### src/rtl/rf_wb_arbiter_pkg.sv
// Shared widths and types for the regfile writeback arbiter.
// No logic; constants and the request struct only.
// Types carry no flow control of their own.
package rf_wb_arbiter_pkg;

    localparam int XLEN          = 32;
    localparam int RFIDX_WIDTH   = 5;
    localparam int RFREG_NUM     = 32;
    localparam int WB_STARVE_MAX = 4;

    // Width of the starvation counter; holds STARVE_MAX values 1..15
    localparam int STARVE_CNT_W  = 4;

    // One writeback request: destination register and its data
    typedef struct packed {
        logic [RFIDX_WIDTH-1:0] idx;
        logic [XLEN-1:0]        data;
    } wb_req_t;

endpackage

### src/rtl/rf_wb_starve_ctr.sv
// Saturating count of cycles port 1 has been refused; raises starve at the limit.
// Latency: starve is combinational from v1 and the registered count.
// Backpressure: counts only while v1 is held without rdy1; clears on grant or on idle.
module rf_wb_starve_ctr
    import rf_wb_arbiter_pkg::*;
#(
    parameter int STARVE_MAX = WB_STARVE_MAX
) (
    input  logic clk,
    input  logic rstn,
    input  logic v1,
    input  logic rdy1,
    output logic starve
);

    localparam logic [STARVE_CNT_W-1:0] CNT_MAX = STARVE_CNT_W'(STARVE_MAX);

    logic [STARVE_CNT_W-1:0] cnt;

    // Count refused cycles, saturating; any grant or a dropped request starts over
    always_ff @(posedge clk) begin
        if (!rstn) begin
            cnt <= '0;
        end else if (!v1 || rdy1) begin
            cnt <= '0;
        end else if (cnt != CNT_MAX) begin
            cnt <= cnt + STARVE_CNT_W'(1);
        end
    end

    assign starve = v1 & (cnt == CNT_MAX);

endmodule

### src/rtl/rf_wb_arbiter.sv
// Shares the regfile write port between the WB stage (port 0) and the long-latency unit (port 1).
// Latency: accept in cycle N drives we3/wa3/wd3 in cycle N+1; one write per cycle sustained.
// Backpressure: port 0 wins unless port 1 has starved STARVE_MAX cycles; rdy is low in reset.
module rf_wb_arbiter
    import rf_wb_arbiter_pkg::*;
#(
    parameter int STARVE_MAX = WB_STARVE_MAX,
    parameter int CNT_W      = 32
) (
    input  logic                   clk,
    input  logic                   rstn,
    input  logic                   v0,
    input  logic [RFIDX_WIDTH-1:0] idx0,
    input  logic [XLEN-1:0]        data0,
    output logic                   rdy0,
    input  logic                   v1,
    input  logic [RFIDX_WIDTH-1:0] idx1,
    input  logic [XLEN-1:0]        data1,
    output logic                   rdy1,
    output logic                   we3,
    output logic [RFIDX_WIDTH-1:0] wa3,
    output logic [XLEN-1:0]        wd3,
    output logic                   starve,
    output logic [CNT_W-1:0]       wb_cnt
);

    wb_req_t req0;
    wb_req_t req1;
    wb_req_t sel;
    logic    accept;

    assign req0 = '{idx: idx0, data: data0};
    assign req1 = '{idx: idx1, data: data1};

    rf_wb_starve_ctr #(
        .STARVE_MAX (STARVE_MAX)
    ) u_starve_ctr (
        .clk    (clk),
        .rstn   (rstn),
        .v1     (v1),
        .rdy1   (rdy1),
        .starve (starve)
    );

    // Port 0 has priority except when port 1 is starving; nothing is granted in reset
    always_comb begin
        rdy0 = rstn & v0 & ~starve;
        rdy1 = rstn & v1 & (~v0 | starve);
    end

    // Route the granted request to the output stage
    always_comb begin
        sel    = req0;
        accept = rdy0 | rdy1;
        if (rdy1) begin
            sel = req1;
        end
    end

    // Output stage: x0 writes are accepted but never reach the regfile
    always_ff @(posedge clk) begin
        if (!rstn) begin
            we3 <= 1'b0;
            wa3 <= '0;
            wd3 <= '0;
        end else begin
            we3 <= accept & (sel.idx != '0);
            if (accept) begin
                wa3 <= sel.idx;
                wd3 <= sel.data;
            end
        end
    end

    // Count regfile writes actually issued; wraps naturally
    always_ff @(posedge clk) begin
        if (!rstn) begin
            wb_cnt <= '0;
        end else if (we3) begin
            wb_cnt <= wb_cnt + CNT_W'(1);
        end
    end

endmodule

### config.mk
export PLATFORM = sky130hd
export DESIGN_NAME = rf_wb_arbiter
export DESIGN_NICKNAME = d
export VERILOG_FILES = /design/src/rtl/rf_wb_arbiter_pkg.sv /design/src/rtl/rf_wb_starve_ctr.sv /design/src/rtl/rf_wb_arbiter.sv
export SDC_FILE = /design/constraint.sdc
export NUM_CORES = 1
export LEC_CHECK = 0
export CAP_MARGIN = 20
export CORE_UTILIZATION = 55
export CTS_CLUSTER_SIZE = 24
export DETAILED_ROUTE_END_ITERATION = 8
export DONT_BUFFER_PORTS = 1
export GPL_ROUTABILITY_DRIVEN = 1
export GPL_TIMING_DRIVEN = 0
export PLACE_DENSITY = 0.8
export SETUP_SLACK_MARGIN = 0.05
export SLEW_MARGIN = 20
export SYNTH_ARGS = -nofsm -noshare
export SYNTH_HDL_FRONTEND = slang
export SYNTH_HIERARCHICAL = 1
export SYNTH_SLANG_ARGS = --single-unit
### constraint.sdc
create_clock -name clk -period 6 [get_ports clk]
set_input_delay 0.9 -clock clk [delete_from_list [all_inputs] [get_ports clk]]
set_output_delay 0.9 -clock clk [all_outputs]
set_load 0.03 [all_outputs]
==> impl_metrics.yaml, run 1 <==
timing:
  fin_crit_sh: 0.670
  finalHoldViolations: 0
  slew_headroom: 0.506
  fmax_ghz: 0.249
  setup_viol: 0
  worst_clock_skew_ns: 0.0145
  tightest_slew_ns: 0.741
  rsz0062_at_grt: "false"
  drv_slew: 0
  period_minus_slack_ns: 4.02
  worst_hold_slack_ns: 0.573
  setup_tns_ns: 0
die:
  chipWidth_um: 81.1
  rows: 28
  core_um2: 5990
  die_area_um2: 6570
  start_util: 0.574
  die_y_um: 81.1
  ios: 151
power_and_ir_drop:
  leakage_nw: 1.40
  ir_drop_uv: 202
  powerDensity_nw_per_um2: 289
  p_total_mw: 1.09
hold_path:
  holdPathStages: 2
  worstHoldEndpoint: "u_starve_ctr/cnt[3]"
  hold_path.class: "register to register"
  min_from: "u_starve_ctr/cnt[3]"
global_routing:
  globalRouteTotalUtil: 0.257
  grt_pass1_vias: 2680
  antenna_found_initial: 0
  overflow: 0
  grt_first_pass_wirelength_mm: 12.8
  grt_start_max_net_pins: 13
placement:
  placed_area_um2: 3530
  placedCellCount: 454
  port_buffers: 0
  hpwl_mm: 6.11
  gp_congestion: 0.840
clocking:
  cts_root_buf: "clkbuf_8"
  clock_path_buffers: 2
  cts.sinks: 74
  postCtsSetupRepairBufs: 0
  cts_tree: "done"
  htreeDepth: 3
  cts_resized: 0
  ctsHoldBuffers: 0
  insertion_delay_ns: 0.34
  cts_made_buffers: 9
  clkSlewWorstSetupHoldPaths_ns: 0.06
worst_setup_path:
  r2r_cells: 11
  path_max_fanout: 10
  reg2reg_setup_slack_ns: 2.89
  crit_buf_inv: 4
  path_cells: "inv_1 -> ha_1 -> nand3b_4 -> nor2_1 -> nand2b_1 -> clkbuf_1 -> clkbuf_1 -> clkbuf_1 -> nor2_1"
  cpLargestDelayFamily: "buffers and inverters"
  arrival_ns: 3.12
  crit_top_cell: "clkbuf_1"
  reg2reg_from: "u_starve_ctr/cnt[0]"
  cpPeakStageDelay_ns: 0.46
  r2r_end: "u_starve_ctr/cnt[2]"
  setup.worst_path.end_class: "primary output"
  critPathSlowestCell: "nor2_1"
  critPathRequiredTime_ns: 5.10
  worstSetupPathType: "register to primary output"
  startpoint_type: "register"
detailed_routing:
  drtIter0Drc: 89
  drc: 0
  wl_per_cell_um: 17.7
  dr.pass1.iters: 4
  vias_per_cell: 6.18
  drt-total-wl_mm: 8.30
  ant_nets: 0
  dr_total_vias: 2906
logic_synthesis:
  yosysWarnings: 6
  synth.avg_cell_area_um2: 9.08
  synth.distinct_cells: 32
  yosysSeqAreaShare: 0.431
  synth_area_um2: 3440
  synth_seq_cells: 74
  netlist_instances: 379
  syn-num-nets: 460
layout:
  drive_above_1_share: 0.0582
  antenna_cells: 0
  fin_cells: 470
  nNetsFinal: 471
  area_growth_pct: 9.39
  finalInstanceArea_um2: 3760
status:
  status: "finished, final reports clean"
job:
  drv_cap: 0
-- worst max path at each step --
| stage | slack (ns) | depth (start not counted) | startpoint | endpoint |
|---|---|---|---|---|
| 2_1_floorplan | 2.62 | 7 | v1 | rdy0 |
| 3_3_place_gp | 2.21 | 7 | v1 | rdy0 |
| 3_5_place_dp | 2.16 | 7 | v1 | rdy0 |
| 4_1_cts | 1.96 | 9 | u_starve_ctr/cnt[0] | rdy0 |
| 5_1_grt | 1.77 | 9 | u_starve_ctr/cnt[0] | rdy0 |
| 6_report | 1.98 | 9 | u_starve_ctr/cnt[0] | rdy0 |
-- worst reg2reg max path, delay by kind of cell (launching register included) --
kind,cells,cell delay [ns]
AO/OA/AOI/OAI,2,0.16
buffers and inverters,3,0.81
adder cells (fa/ha/maj),1,0.23
flip-flops,1,0.35
AND/OR/NAND/NOR,5,1.47
-- through the flow --
step,utilization,setup WS [ns]
final,0.628,1.98
after global routing,0.628,1.77
after CTS,0.628,1.96
after detailed placement,0.590,2.16
after global placement,0.590,2.21
after floorplan,-,2.62
-- cell families after synthesis --
family                     after synthesis  share of synthesized area
buffers and inverters                   38                     0.0444
DFF                                     74                      0.431
xor gates and xnor gates                13                     0.0331
adders and majority gates                3                     0.0109
AOI/OAI and AO/OA                       69                      0.138
muxes                                   45                      0.131
and+or+nand+nor                        137                      0.212
-- layer usage --
metal,GRT usage,share of wire
met4,0.0768,0.0096
met2,0.430,0.48
met3,0.0865,0.068
met1,0.310,0.44
met5,0,0
-- state kept, by name, indices dropped and copies added, names as in the netlist --
signal,cells
wd3,32
we3,1
wb_cnt,32
wa3,5
u_starve_ctr/cnt,4
-- synthesized netlist by cell type --
| library cell | n | area share |
|---|---|---|
| a211oi_1 | 37 | 0.081 |
| nand4_1 | 12 | 0.022 |
| nand3_1 | 9 | 0.013 |
| a221oi_1 | 1 | 0.0025 |
| ha_1 | 3 | 0.011 |
| or4_4 | 1 | 0.0033 |
| or3_1 | 3 | 0.0055 |
| a21oi_1 | 14 | 0.020 |
| nand2_1 | 14 | 0.015 |
| dfxtp_1 | 74 | 0.43 |
| buf_1 | 4 | 0.0044 |
| and4_1 | 3 | 0.0076 |
| nand4_4 | 1 | 0.0062 |
| o21ai_0 | 4 | 0.0058 |
| a31oi_1 | 1 | 0.0018 |
| xnor2_1 | 9 | 0.023 |
| clkbuf_1 | 22 | 0.024 |
| o21a_1 | 1 | 0.0022 |
| nand3b_4 | 2 | 0.012 |
| nor4_1 | 5 | 0.0091 |
| a31o_2 | 1 | 0.0025 |
| nand2b_1 | 6 | 0.011 |
| nor3_1 | 9 | 0.013 |
| inv_1 | 9 | 0.0098 |
| o31ai_1 | 10 | 0.022 |
| nor2_1 | 56 | 0.061 |
| or4_1 | 12 | 0.026 |
| mux2i_1 | 45 | 0.13 |
| buf_2 | 2 | 0.0029 |
| and3_1 | 4 | 0.0073 |
| xor2_1 | 4 | 0.010 |
| buf_6 | 1 | 0.0033 |
-- layout make-up --
type	count	area, um2
clock inverter	4	73.8
buffer	29	119
clock buffer	12	155
tap	75	93.8
fill	500	2230
sequential	74	1480
multi-input combinational	267	1810
inverter	9	33.8
-- power breakdown --
group | switching [mW] | internal, mW
Clock | 0.179 | 0.257
Sequential | 0.0577 | 0.513
Combinational | 0.0463 | 0.0322
-- layout by cell type, fill, tap and decap left out, drive strengths merged --
cell type | Yosys | layout
dfxtp | 74 | 74
xor2 | 4 | 4
buf | 7 | 7
or4 | 13 | 13
a31oi | 1 | 1
ha | 3 | 3
o21a | 1 | 1
and4 | 3 | 3
inv | 9 | 9
nor2 | 56 | 56
a31o | 1 | 1
nand4 | 13 | 13
bufinv | 0 | 2
o21ai | 4 | 4
and3 | 4 | 4
nand2 | 14 | 14
clkbuf | 22 | 34
nor3 | 9 | 9
a221oi | 1 | 1
mux2i | 45 | 45
a21oi | 14 | 14
nand3b | 2 | 2
clkinv | 0 | 2
or3 | 3 | 3
nand2b | 6 | 6
nand3 | 9 | 9
o31ai | 10 | 10
xnor2 | 9 | 9
a211oi | 37 | 37
nor4 | 5 | 5
Power figures use the tool's default switching activity.
==> inputs of run 2 (changes only) <==
- clock period: 6 -> 4.2 ns (I/O delays scaled with it)
==> results of run 2 <==
The final DEF is identical to that of run 1. Status: finished, final reports clean.
Among the figures that moved: setup slack after placement 2.16 ns -> 0.797 ns; setup slack after layout 1.98 ns -> 0.448 ns; hold slack 0.573 ns -> 0.463 ns; register-to-register setup slack 2.89 ns -> 1.09 ns; end point of the worst hold path u_starve_ctr/cnt[3] -> u_starve_ctr/cnt[0]; total power 1.09 mW -> 1.55 mW; worst IR drop on VDD 202 uV -> 289 uV
